## config.mk

```make
export PLATFORM = sky130hd
export DESIGN_NAME = mrma_sync_ctl_flat
export DESIGN_NICKNAME = d
export VERILOG_FILES = /design/src/rtl/mrma_sync_ctl_if.sv /design/src/rtl/mrma_sync_ctl.sv /design/src/flat_wrapper.sv
export SDC_FILE = /design/constraint.sdc
export NUM_CORES = 1
export LEC_CHECK = 0
export CORE_MARGIN = 4
export CORE_UTILIZATION = 45
export DETAILED_ROUTE_END_ITERATION = 10
export GPL_TIMING_DRIVEN = 0
export PLACE_DENSITY_LB_ADDON = 0.25
export SYNTH_ARGS = -nofsm -noshare
export SYNTH_HDL_FRONTEND = slang
export SYNTH_SLANG_ARGS = --single-unit
```

## constraint.sdc

```tcl
create_clock -name clk -period 3 [get_ports clk]
set_clock_uncertainty 0.05 [all_clocks]
set_input_delay 0.6 -clock clk [delete_from_list [all_inputs] [get_ports clk]]
set_output_delay 0.6 -clock clk [all_outputs]
set_load 0.02 [all_outputs]
```

## src/rtl/mrma_sync_ctl_if.sv

```systemverilog
// Handshake bundle between the router-side client logic, the synchronous front end
// and the asynchronous match arbiter.
interface mrma_sync_ctl_if #(
    parameter int N = 2,
    parameter int M = 2
);
    logic [N-1:0]         creq;
    logic [N-1:0]         ctail;
    logic [N-1:0]         cgnt;
    logic [N-1:0][M-1:0]  csel;
    logic [M-1:0]         rfree;
    logic                 err;
    logic [N-1:0]         c;
    logic [N-1:0]         ca;
    logic [M-1:0]         r;
    logic [M-1:0]         ra;
    logic [M-1:0][N-1:0]  cfg;

    // master: clients plus arbiter side; slave: the front end itself
    modport master (
        output creq, ctail, rfree, ca, ra, cfg,
        input  cgnt, csel, err, c, r
    );
    modport slave (
        input  creq, ctail, rfree, ca, ra, cfg,
        output cgnt, csel, err, c, r
    );
endinterface

```

## src/rtl/mrma_sync_ctl.sv

```systemverilog
// Synchronous front end for the multi-resource match arbiter: 4-phase c/r requests
// out, synchronized acks in, registered one-hot grants held until the client tail.
//
// client state | meaning
// IDLE         | no request outstanding, c=0
// REQ          | c=1, waiting for synchronized ca to capture the cfg column
// HOLD         | c=1, grant and csel registered until ctail
// REL          | c=0, waiting for synchronized ca to return to zero
//
// resource state | meaning
// OFF            | r=0, resource not offered
// ON             | r=1, resource offered to the arbiter
module mrma_sync_ctl #(
    parameter int N    = 2,
    parameter int M    = 2,
    parameter int SYNC = 2
) (
    input  logic          clk,
    input  logic          rst_n,
    mrma_sync_ctl_if.slave bus
);
    typedef enum logic [1:0] {IDLE, REQ, HOLD, REL} cst_t;
    typedef enum logic       {OFF, ON}              rs_t;

    cst_t                 cst [N];
    rs_t                  rs  [M];
    logic [N-1:0]         ca_sync [SYNC];
    logic [M-1:0]         ra_sync [SYNC];
    logic [N-1:0]         ca_s;
    logic [M-1:0]         ra_s;
    logic [N-1:0][M-1:0]  cfg_col;
    logic                 any_req;

    always_ff @(posedge clk or negedge rst_n) begin
        if (!rst_n) begin
            for (int k = 0; k < SYNC; k++) begin
                ca_sync[k] <= '0;
                ra_sync[k] <= '0;
            end
        end else begin
            ca_sync[0] <= bus.ca;
            ra_sync[0] <= bus.ra;
            for (int k = 1; k < SYNC; k++) begin
                ca_sync[k] <= ca_sync[k-1];
                ra_sync[k] <= ra_sync[k-1];
            end
        end
    end

    assign ca_s = ca_sync[SYNC-1];
    assign ra_s = ra_sync[SYNC-1];

    // cfg is row-per-resource; each client captures its own column
    always_comb begin
        cfg_col = '0;
        for (int j = 0; j < N; j++)
            for (int i = 0; i < M; i++)
                cfg_col[j][i] = bus.cfg[i][j];
    end

    always_comb begin
        any_req = 1'b0;
        for (int j = 0; j < N; j++)
            if (cst[j] == REQ) any_req = 1'b1;
    end

    always_ff @(posedge clk or negedge rst_n) begin
        if (!rst_n) begin
            for (int j = 0; j < N; j++) cst[j] <= IDLE;
            for (int i = 0; i < M; i++) rs[i] <= OFF;
            bus.c    <= '0;
            bus.cgnt <= '0;
            bus.csel <= '0;
            bus.r    <= '0;
            bus.err  <= 1'b0;
        end else begin
            for (int j = 0; j < N; j++) begin
                case (cst[j])
                    IDLE: if (bus.creq[j]) begin
                        cst[j]   <= REQ;
                        bus.c[j] <= 1'b1;
                    end
                    // cfg is held stable by the arbiter while c[j] is high
                    REQ: if (ca_s[j]) begin
                        cst[j]      <= HOLD;
                        bus.cgnt[j] <= 1'b1;
                        bus.csel[j] <= cfg_col[j];
                        if (!$onehot(cfg_col[j])) bus.err <= 1'b1;
                    end
                    HOLD: if (bus.ctail[j]) begin
                        cst[j]      <= REL;
                        bus.c[j]    <= 1'b0;
                        bus.cgnt[j] <= 1'b0;
                        bus.csel[j] <= '0;
                    end
                    REL: if (!ca_s[j]) cst[j] <= IDLE;
                    default: cst[j] <= IDLE;
                endcase
            end
            // an offer is never withdrawn while some client could still be matched to it
            for (int i = 0; i < M; i++) begin
                case (rs[i])
                    OFF: if (bus.rfree[i]) begin
                        rs[i]    <= ON;
                        bus.r[i] <= 1'b1;
                    end
                    ON: if (!bus.rfree[i] && !ra_s[i] && !any_req) begin
                        rs[i]    <= OFF;
                        bus.r[i] <= 1'b0;
                    end
                    default: rs[i] <= OFF;
                endcase
            end
        end
    end
endmodule

```

## src/flat_wrapper.sv

```systemverilog
// flat-port wrapper written by rule: the top's interface ports become plain ports
module mrma_sync_ctl_flat 
#(
    parameter int N    = 2,
    parameter int M    = 2,
    parameter int SYNC = 2
)
  (clk, rst_n, bus_creq, bus_ctail, bus_rfree, bus_ca, bus_ra, bus_cfg, bus_cgnt, bus_csel, bus_err, bus_c, bus_r);
  mrma_sync_ctl_if #(.N(N), .M(M)) bus_i ();
  input  logic clk;
  input  logic rst_n;
  input wire logic [$bits(bus_i.creq)-1:0] bus_creq;
  input wire logic [$bits(bus_i.ctail)-1:0] bus_ctail;
  input wire logic [$bits(bus_i.rfree)-1:0] bus_rfree;
  input wire logic [$bits(bus_i.ca)-1:0] bus_ca;
  input wire logic [$bits(bus_i.ra)-1:0] bus_ra;
  input wire logic [$bits(bus_i.cfg)-1:0] bus_cfg;
  output wire logic [$bits(bus_i.cgnt)-1:0] bus_cgnt;
  output wire logic [$bits(bus_i.csel)-1:0] bus_csel;
  output wire logic [$bits(bus_i.err)-1:0] bus_err;
  output wire logic [$bits(bus_i.c)-1:0] bus_c;
  output wire logic [$bits(bus_i.r)-1:0] bus_r;
  assign bus_i.creq = bus_creq;
  assign bus_i.ctail = bus_ctail;
  assign bus_i.rfree = bus_rfree;
  assign bus_i.ca = bus_ca;
  assign bus_i.ra = bus_ra;
  assign bus_i.cfg = bus_cfg;
  assign bus_cgnt = bus_i.cgnt;
  assign bus_csel = bus_i.csel;
  assign bus_err = bus_i.err;
  assign bus_c = bus_i.c;
  assign bus_r = bus_i.r;
  mrma_sync_ctl #(.N(N), .M(M), .SYNC(SYNC)) u_core (.clk(clk), .rst_n(rst_n), .bus(bus_i));
endmodule
```

# After elaboration in Yosys (flattened, before gate mapping)
# Index checks and enable logic that the tools add are counted.
[op_classes] n_mux=46 eq_ne=20 bitwise_logic=2 addsub=2 reduce_logical=23
[ops] cell="2-bit 2-to-1 mux" count=12
[ops] cell="1-bit 2-to-1 mux" count=22
[ops] cell="2-bit inequality test (second input constant)" count=10
[ops] cell="1-bit case mux with 2 select lines" count=8
[ops] cell="2-bit case mux with 4 select lines" count=2
[ops] cell="3-bit AND reduction" count=4
[ops] cell="2-bit by 1-bit equality test with 1-bit output (second input constant)" count=4
[ops] cell="2-bit equality test (second input constant)" count=4
[ops] cell="2-bit case mux with 2 select lines" count=2
[ops] cell="4-bit AND reduction" count=2
[ops] cell="2-bit nonzero test" count=4
[ops] cell="1-bit zero test" count=5
[ops] cell="1-bit by 1-bit adder with 2-bit output" count=2
[ops] cell="1-bit logical AND" count=4
[ops] cell="2-bit zero test" count=2
[ops] cell="2-bit by 1-bit inequality test with 1-bit output (second input constant)" count=2
[ops] cell="2-bit AND reduction" count=2
[ops] cell="1-bit inverter" count=2
[totals] word_cells=110 register_bits=25 output_inout_bits=11 in_bits=16

# Logic depth before layout (Yosys ltp)
# Gate-level depths: netlist (run 1).
[logic_depth] word_depth=8 ltp_mapped=5 mapped_depth_nobuf=5

# Worst setup path after synthesis (run 1)
# No wires, ideal clock.
[synth_path] kind="register to register" from="register u_core.cst[2] (netlist name)" to="register u_core.cst[3] (netlist name)" slack_ns=1.519 required_ns=2.825 n_path_buf=0 t_arrival_ns=1.306 path_stages_with_launch=6 cell_sequence="dfrtp_1 > inv_1 > ha_1 > or2b_1 > nand4_4 > mux2_4"
[synth_via] elab_chain_cells=3 word_cells_on_any_way=10
[synth_rtl] item="start, declared" line="mrma_sync_ctl.sv:25" text="cst_t cst [N];"
[synth_rtl] item="start signal, assigned by index" line="mrma_sync_ctl.sv:80" text="cst[j] <= REQ;"
[synth_rtl] item="start signal, assigned by index" line="mrma_sync_ctl.sv:85" text="cst[j] <= HOLD;"
[synth_rtl] item="start signal, assigned by index" line="mrma_sync_ctl.sv:91" text="cst[j] <= REL;"
[synth_rtl] item="2-bit by 1-bit equality test with 1-bit output, or another cell as far along" line="mrma_sync_ctl.sv:78" text="case (cst[j])"
[synth_rtl] item="2-bit by 1-bit inequality test with 1-bit output (no source line) or 2-bit inequality test (tied branches)"
[synth_rtl] item="4-bit AND reduction (no source line)"
# Parallel ways exist; a longest one is shown, timed or not.
# A chain may end at the register's enable or synchronous reset.

# Final worst setup path (run 1)
[layout_path] from="register u_core.bus.r[1]" to="output bus_r[1]"
[layout_lines] item="start, declared" line="mrma_sync_ctl_if.sv:26" text="output cgnt, csel, err, c, r"
[layout_lines] item="start signal, assigned" line="mrma_sync_ctl.sv:74" text="bus.r <= '0;"
[layout_lines] item="start signal, assigned by index" line="mrma_sync_ctl.sv:105" text="bus.r[i] <= 1'b1;"
[layout_lines] item="start signal, assigned by index" line="mrma_sync_ctl.sv:109" text="bus.r[i] <= 1'b0;"
[layout_lines] item="end, declared" line="flat_wrapper.sv:22" text="output wire logic [$bits(bus_i.r)-1:0] bus_r;"
# No word-level cell between the ends.

==> qor.csv, run 1 <==
metric;value;unit
Tcrit/Tclk final;0.662;
clock network fraction of total power;0.112;
post-synth net total;118;
most frequent cells in the layout;clkdlybuf4s50_1, dfrtp_1, a31oi_1, ha_1, nand2_1;
Critical Path, Cell by Cell;clkdlybuf4s50_1;
Synth Cell Area;1140;um^2
Placeable Area;2320;um^2
Worst VDD drop;0.000566;V
Syn Area/Cell;12.2;um^2
clock tree buffer depth;2;
P per Cell Area;931;nW/um^2
Post-CTS Setup Bufs;0;
layout overhead on the synthesized area;28.6;%
die height;58.3;um
Reg2Reg Depth;5;
Leak Pwr;0.637;nW
antenna violations before repair;0;
gr usage total;0.134;
Hold Path Cell Cnt;0;
fraction of power consumed by combinational cells;0.507;
P_int;0.838;mW
DRC Markers;0;
vias per cell;5.26;
Multi-input gate area;498;um^2
critical path startpoint category;flop;
drt pass-1 iters;4;
CTS tree;built;
number of port buffers;26;
CP Capture Type;primary output;
critical path arrival;1.34;ns
Total Wirelength;2.00;mm
HP Class;reg2reg;
Req. time, crit path;2.35;ns
first-pass GRT wire length;3.54;mm
Max Cap Violations;0;
die width;58.3;um
clock slew seen by the registers of the worst setup and hold paths;0.14;ns
register area share after synthesis;0.549;
worst-margin pin slew;1.08;ns
antenna viol nets, final;0;
Skew-Pair Late Insertion Delay;0.32;ns
Critical-path top delay cell;clkdlybuf4s50_1;
FP Rows;17;
Filler cells;179;
io pins;27;
Max Clock Freq;504;MHz
unrepaired setup endpoints after global routing;false;
nets@finish;149;
Sequential Power Share;0.381;
Slew Viols, Final;0;
GPL Wtd Cong;0.738;
switching share of power;0.385;
H-tree level count;1;
yosys warns;0;
Starting Density;0.491;
Finished Core Util;0.631;
fin crit period;1.99;ns
Max transition margin;0.277;
Psw;0.525;mW
CP Depth;1;
most common cell after layout, fill and taps aside;clkdlybuf4s50_1;
clk sink count;25;
Synth Instances;93;
root buf cell;clkbuf_4;
setup TNS;0;ns
total CTS buffers;3;
Starting DRT DRC Count;22;
Fin. Hold Viols;0;
diodes inserted;0;
layout cells sized above 1;0.0894;
vias in the first global route;780;
die area;3400;um^2
Vias;795;
Synth Register Bits;25;
post-CTS sizing;0;
hold slack;0.317;ns
delay-heaviest family, CP;buffers and inverters;
final setup fails;0;
crit-path max FO;3;
largest net degree at the start of global routing;26;
gr ovfl total;0;
DP HPWL;1.54;mm
CP Class;reg2out;
Storage cell area;626;um^2
wire length per cell;13.2;um
run status;finished, final reports clean;
CP max stage delay;0.62;ns
CP Buf/Inv Count;1;
Post-CTS Hold Buffers;0;
Netlist cell types;21;
cells by family (layout without fill, tap and decap cells):
| family | Yosys count | after routing | share of synthesized area |
|---|---|---|---|
| AND/OR/NAND/NOR | 26 | 26 | 0.144 |
| flip-flops | 25 | 25 | 0.549 |
| AO/OA/AOI/OAI | 23 | 23 | 0.135 |
| adder cells (fa/ha/maj) | 9 | 9 | 0.0989 |
| multiplexers | 4 | 4 | 0.0440 |
| buffers and inverters | 4 | 34 | 0.0132 |
| XOR/XNOR | 2 | 2 | 0.0154 |
metrics by stage:
stage	worst slack (ns)	cell area (um^2)	total power, mW	std cells
floorplan	1.52	1140	0.981	93
global placement	0.988	1430	1.20	147
detailed placement	0.983	1430	1.22	147
CTS	1.00	1460	1.38	151
global route	0.938	1460	1.48	151
finish	1.01	1460	1.36	151
registers in the layout, summed over array words and instances, names as in the netlist:
name / count
u_core.ra_sync: 2
u_core.bus.c: 2
u_core.bus.cgnt: 2
u_core.ca_sync: 2
u_core.bus.r: 2
u_core.ra_s: 2
u_core.bus.err: 1
u_core.bus.csel: 4
u_core.ca_s: 2
u_core.rs: 2
u_core.cst: 4
metal layers:
| metal | share of wire | vias to the layer above | routed length [um] | GRT usage |
|---|---|---|---|---|
| li1 | - | 390 | - | - |
| met1 | 0.45 | 384 | 897 | 0.186 |
| met2 | 0.49 | 19 | 981 | 0.211 |
| met3 | 0.052 | 2 | 104 | 0.0307 |
| met4 | 0.0060 | 0 | 12 | 0.0397 |
| met5 | 0 | - | 0 | 0 |
Yosys cell counts (all sizes together):
cell	instances	share of area
dfrtp	25	0.55
a31oi	9	0.049
ha	9	0.099
nand2	7	0.023
o2bb2ai	6	0.046
nand2b	5	0.034
a21oi	4	0.018
inv	4	0.013
nor2	4	0.013
nor2b	4	0.022
a21o	2	0.013
mux2	2	0.026
mux2i	2	0.018
nand4	2	0.030
o21ai	2	0.0088
or3	2	0.011
xnor2	2	0.015
nand3	1	0.0044
or2b	1	0.0066
layout make-up:
class	instances	share of cell area
Inverter	4	0.0103
Clock inverter	1	0.00513
Tap cell	28	0.0239
Sequential cell	25	0.427
Timing Repair Buffer	26	0.178
Clock buffer	3	0.0154
Multi-Input combinational cell	64	0.340
power by group through the flow:
stage	registers (mW)	clock network, mW	logic (mW)
floorplan	0.594	0	0.387
global placement	0.523	0	0.677
detailed placement	0.528	0	0.696
CTS	0.521	0.158	0.700
global route	0.540	0.179	0.765
finish	0.520	0.152	0.691
final timing paths:
check,startpoint,end,slack [ns]
hold reg to reg,u_core.ra_sync[3]$_DFF_PN0_,u_core.ra_s[1]$_DFF_PN0_,0.32
min in group asynchronous,rst_n,u_core.bus.csel[3]$_DFFE_PN0P_,0.80
hold / removal,u_core.ra_sync[3]$_DFF_PN0_,u_core.ra_s[1]$_DFF_PN0_,0.32
setup / recovery,u_core.bus.r[1]$_DFFE_PN0P_,bus_r[1],1.01
max in group asynchronous,rst_n,u_core.bus.c[0]$_DFFE_PN0P_,1.45
setup reg to reg,u_core.cst[3]$_DFFE_PN0P_,u_core.cst[3]$_DFFE_PN0P_,1.36
(Power assumes the default switching activity.)
==> run 2: changes to the inputs <==
- clock period: 3 -> 2 ns (I/O delays scaled with it)
==> results of run 2 <==
Same layout as run 1 (identical final DEF). Status: finished, final reports clean.
Main changes from that run: setup slack after placement 0.983 ns -> 0.183 ns; setup slack after layout 1.01 ns -> 0.214 ns; register-to-register setup slack 1.36 ns -> 0.36 ns; total power 1.36 mW -> 2.04 mW; worst IR drop on VDD 0.000566 V -> 0.000849 V
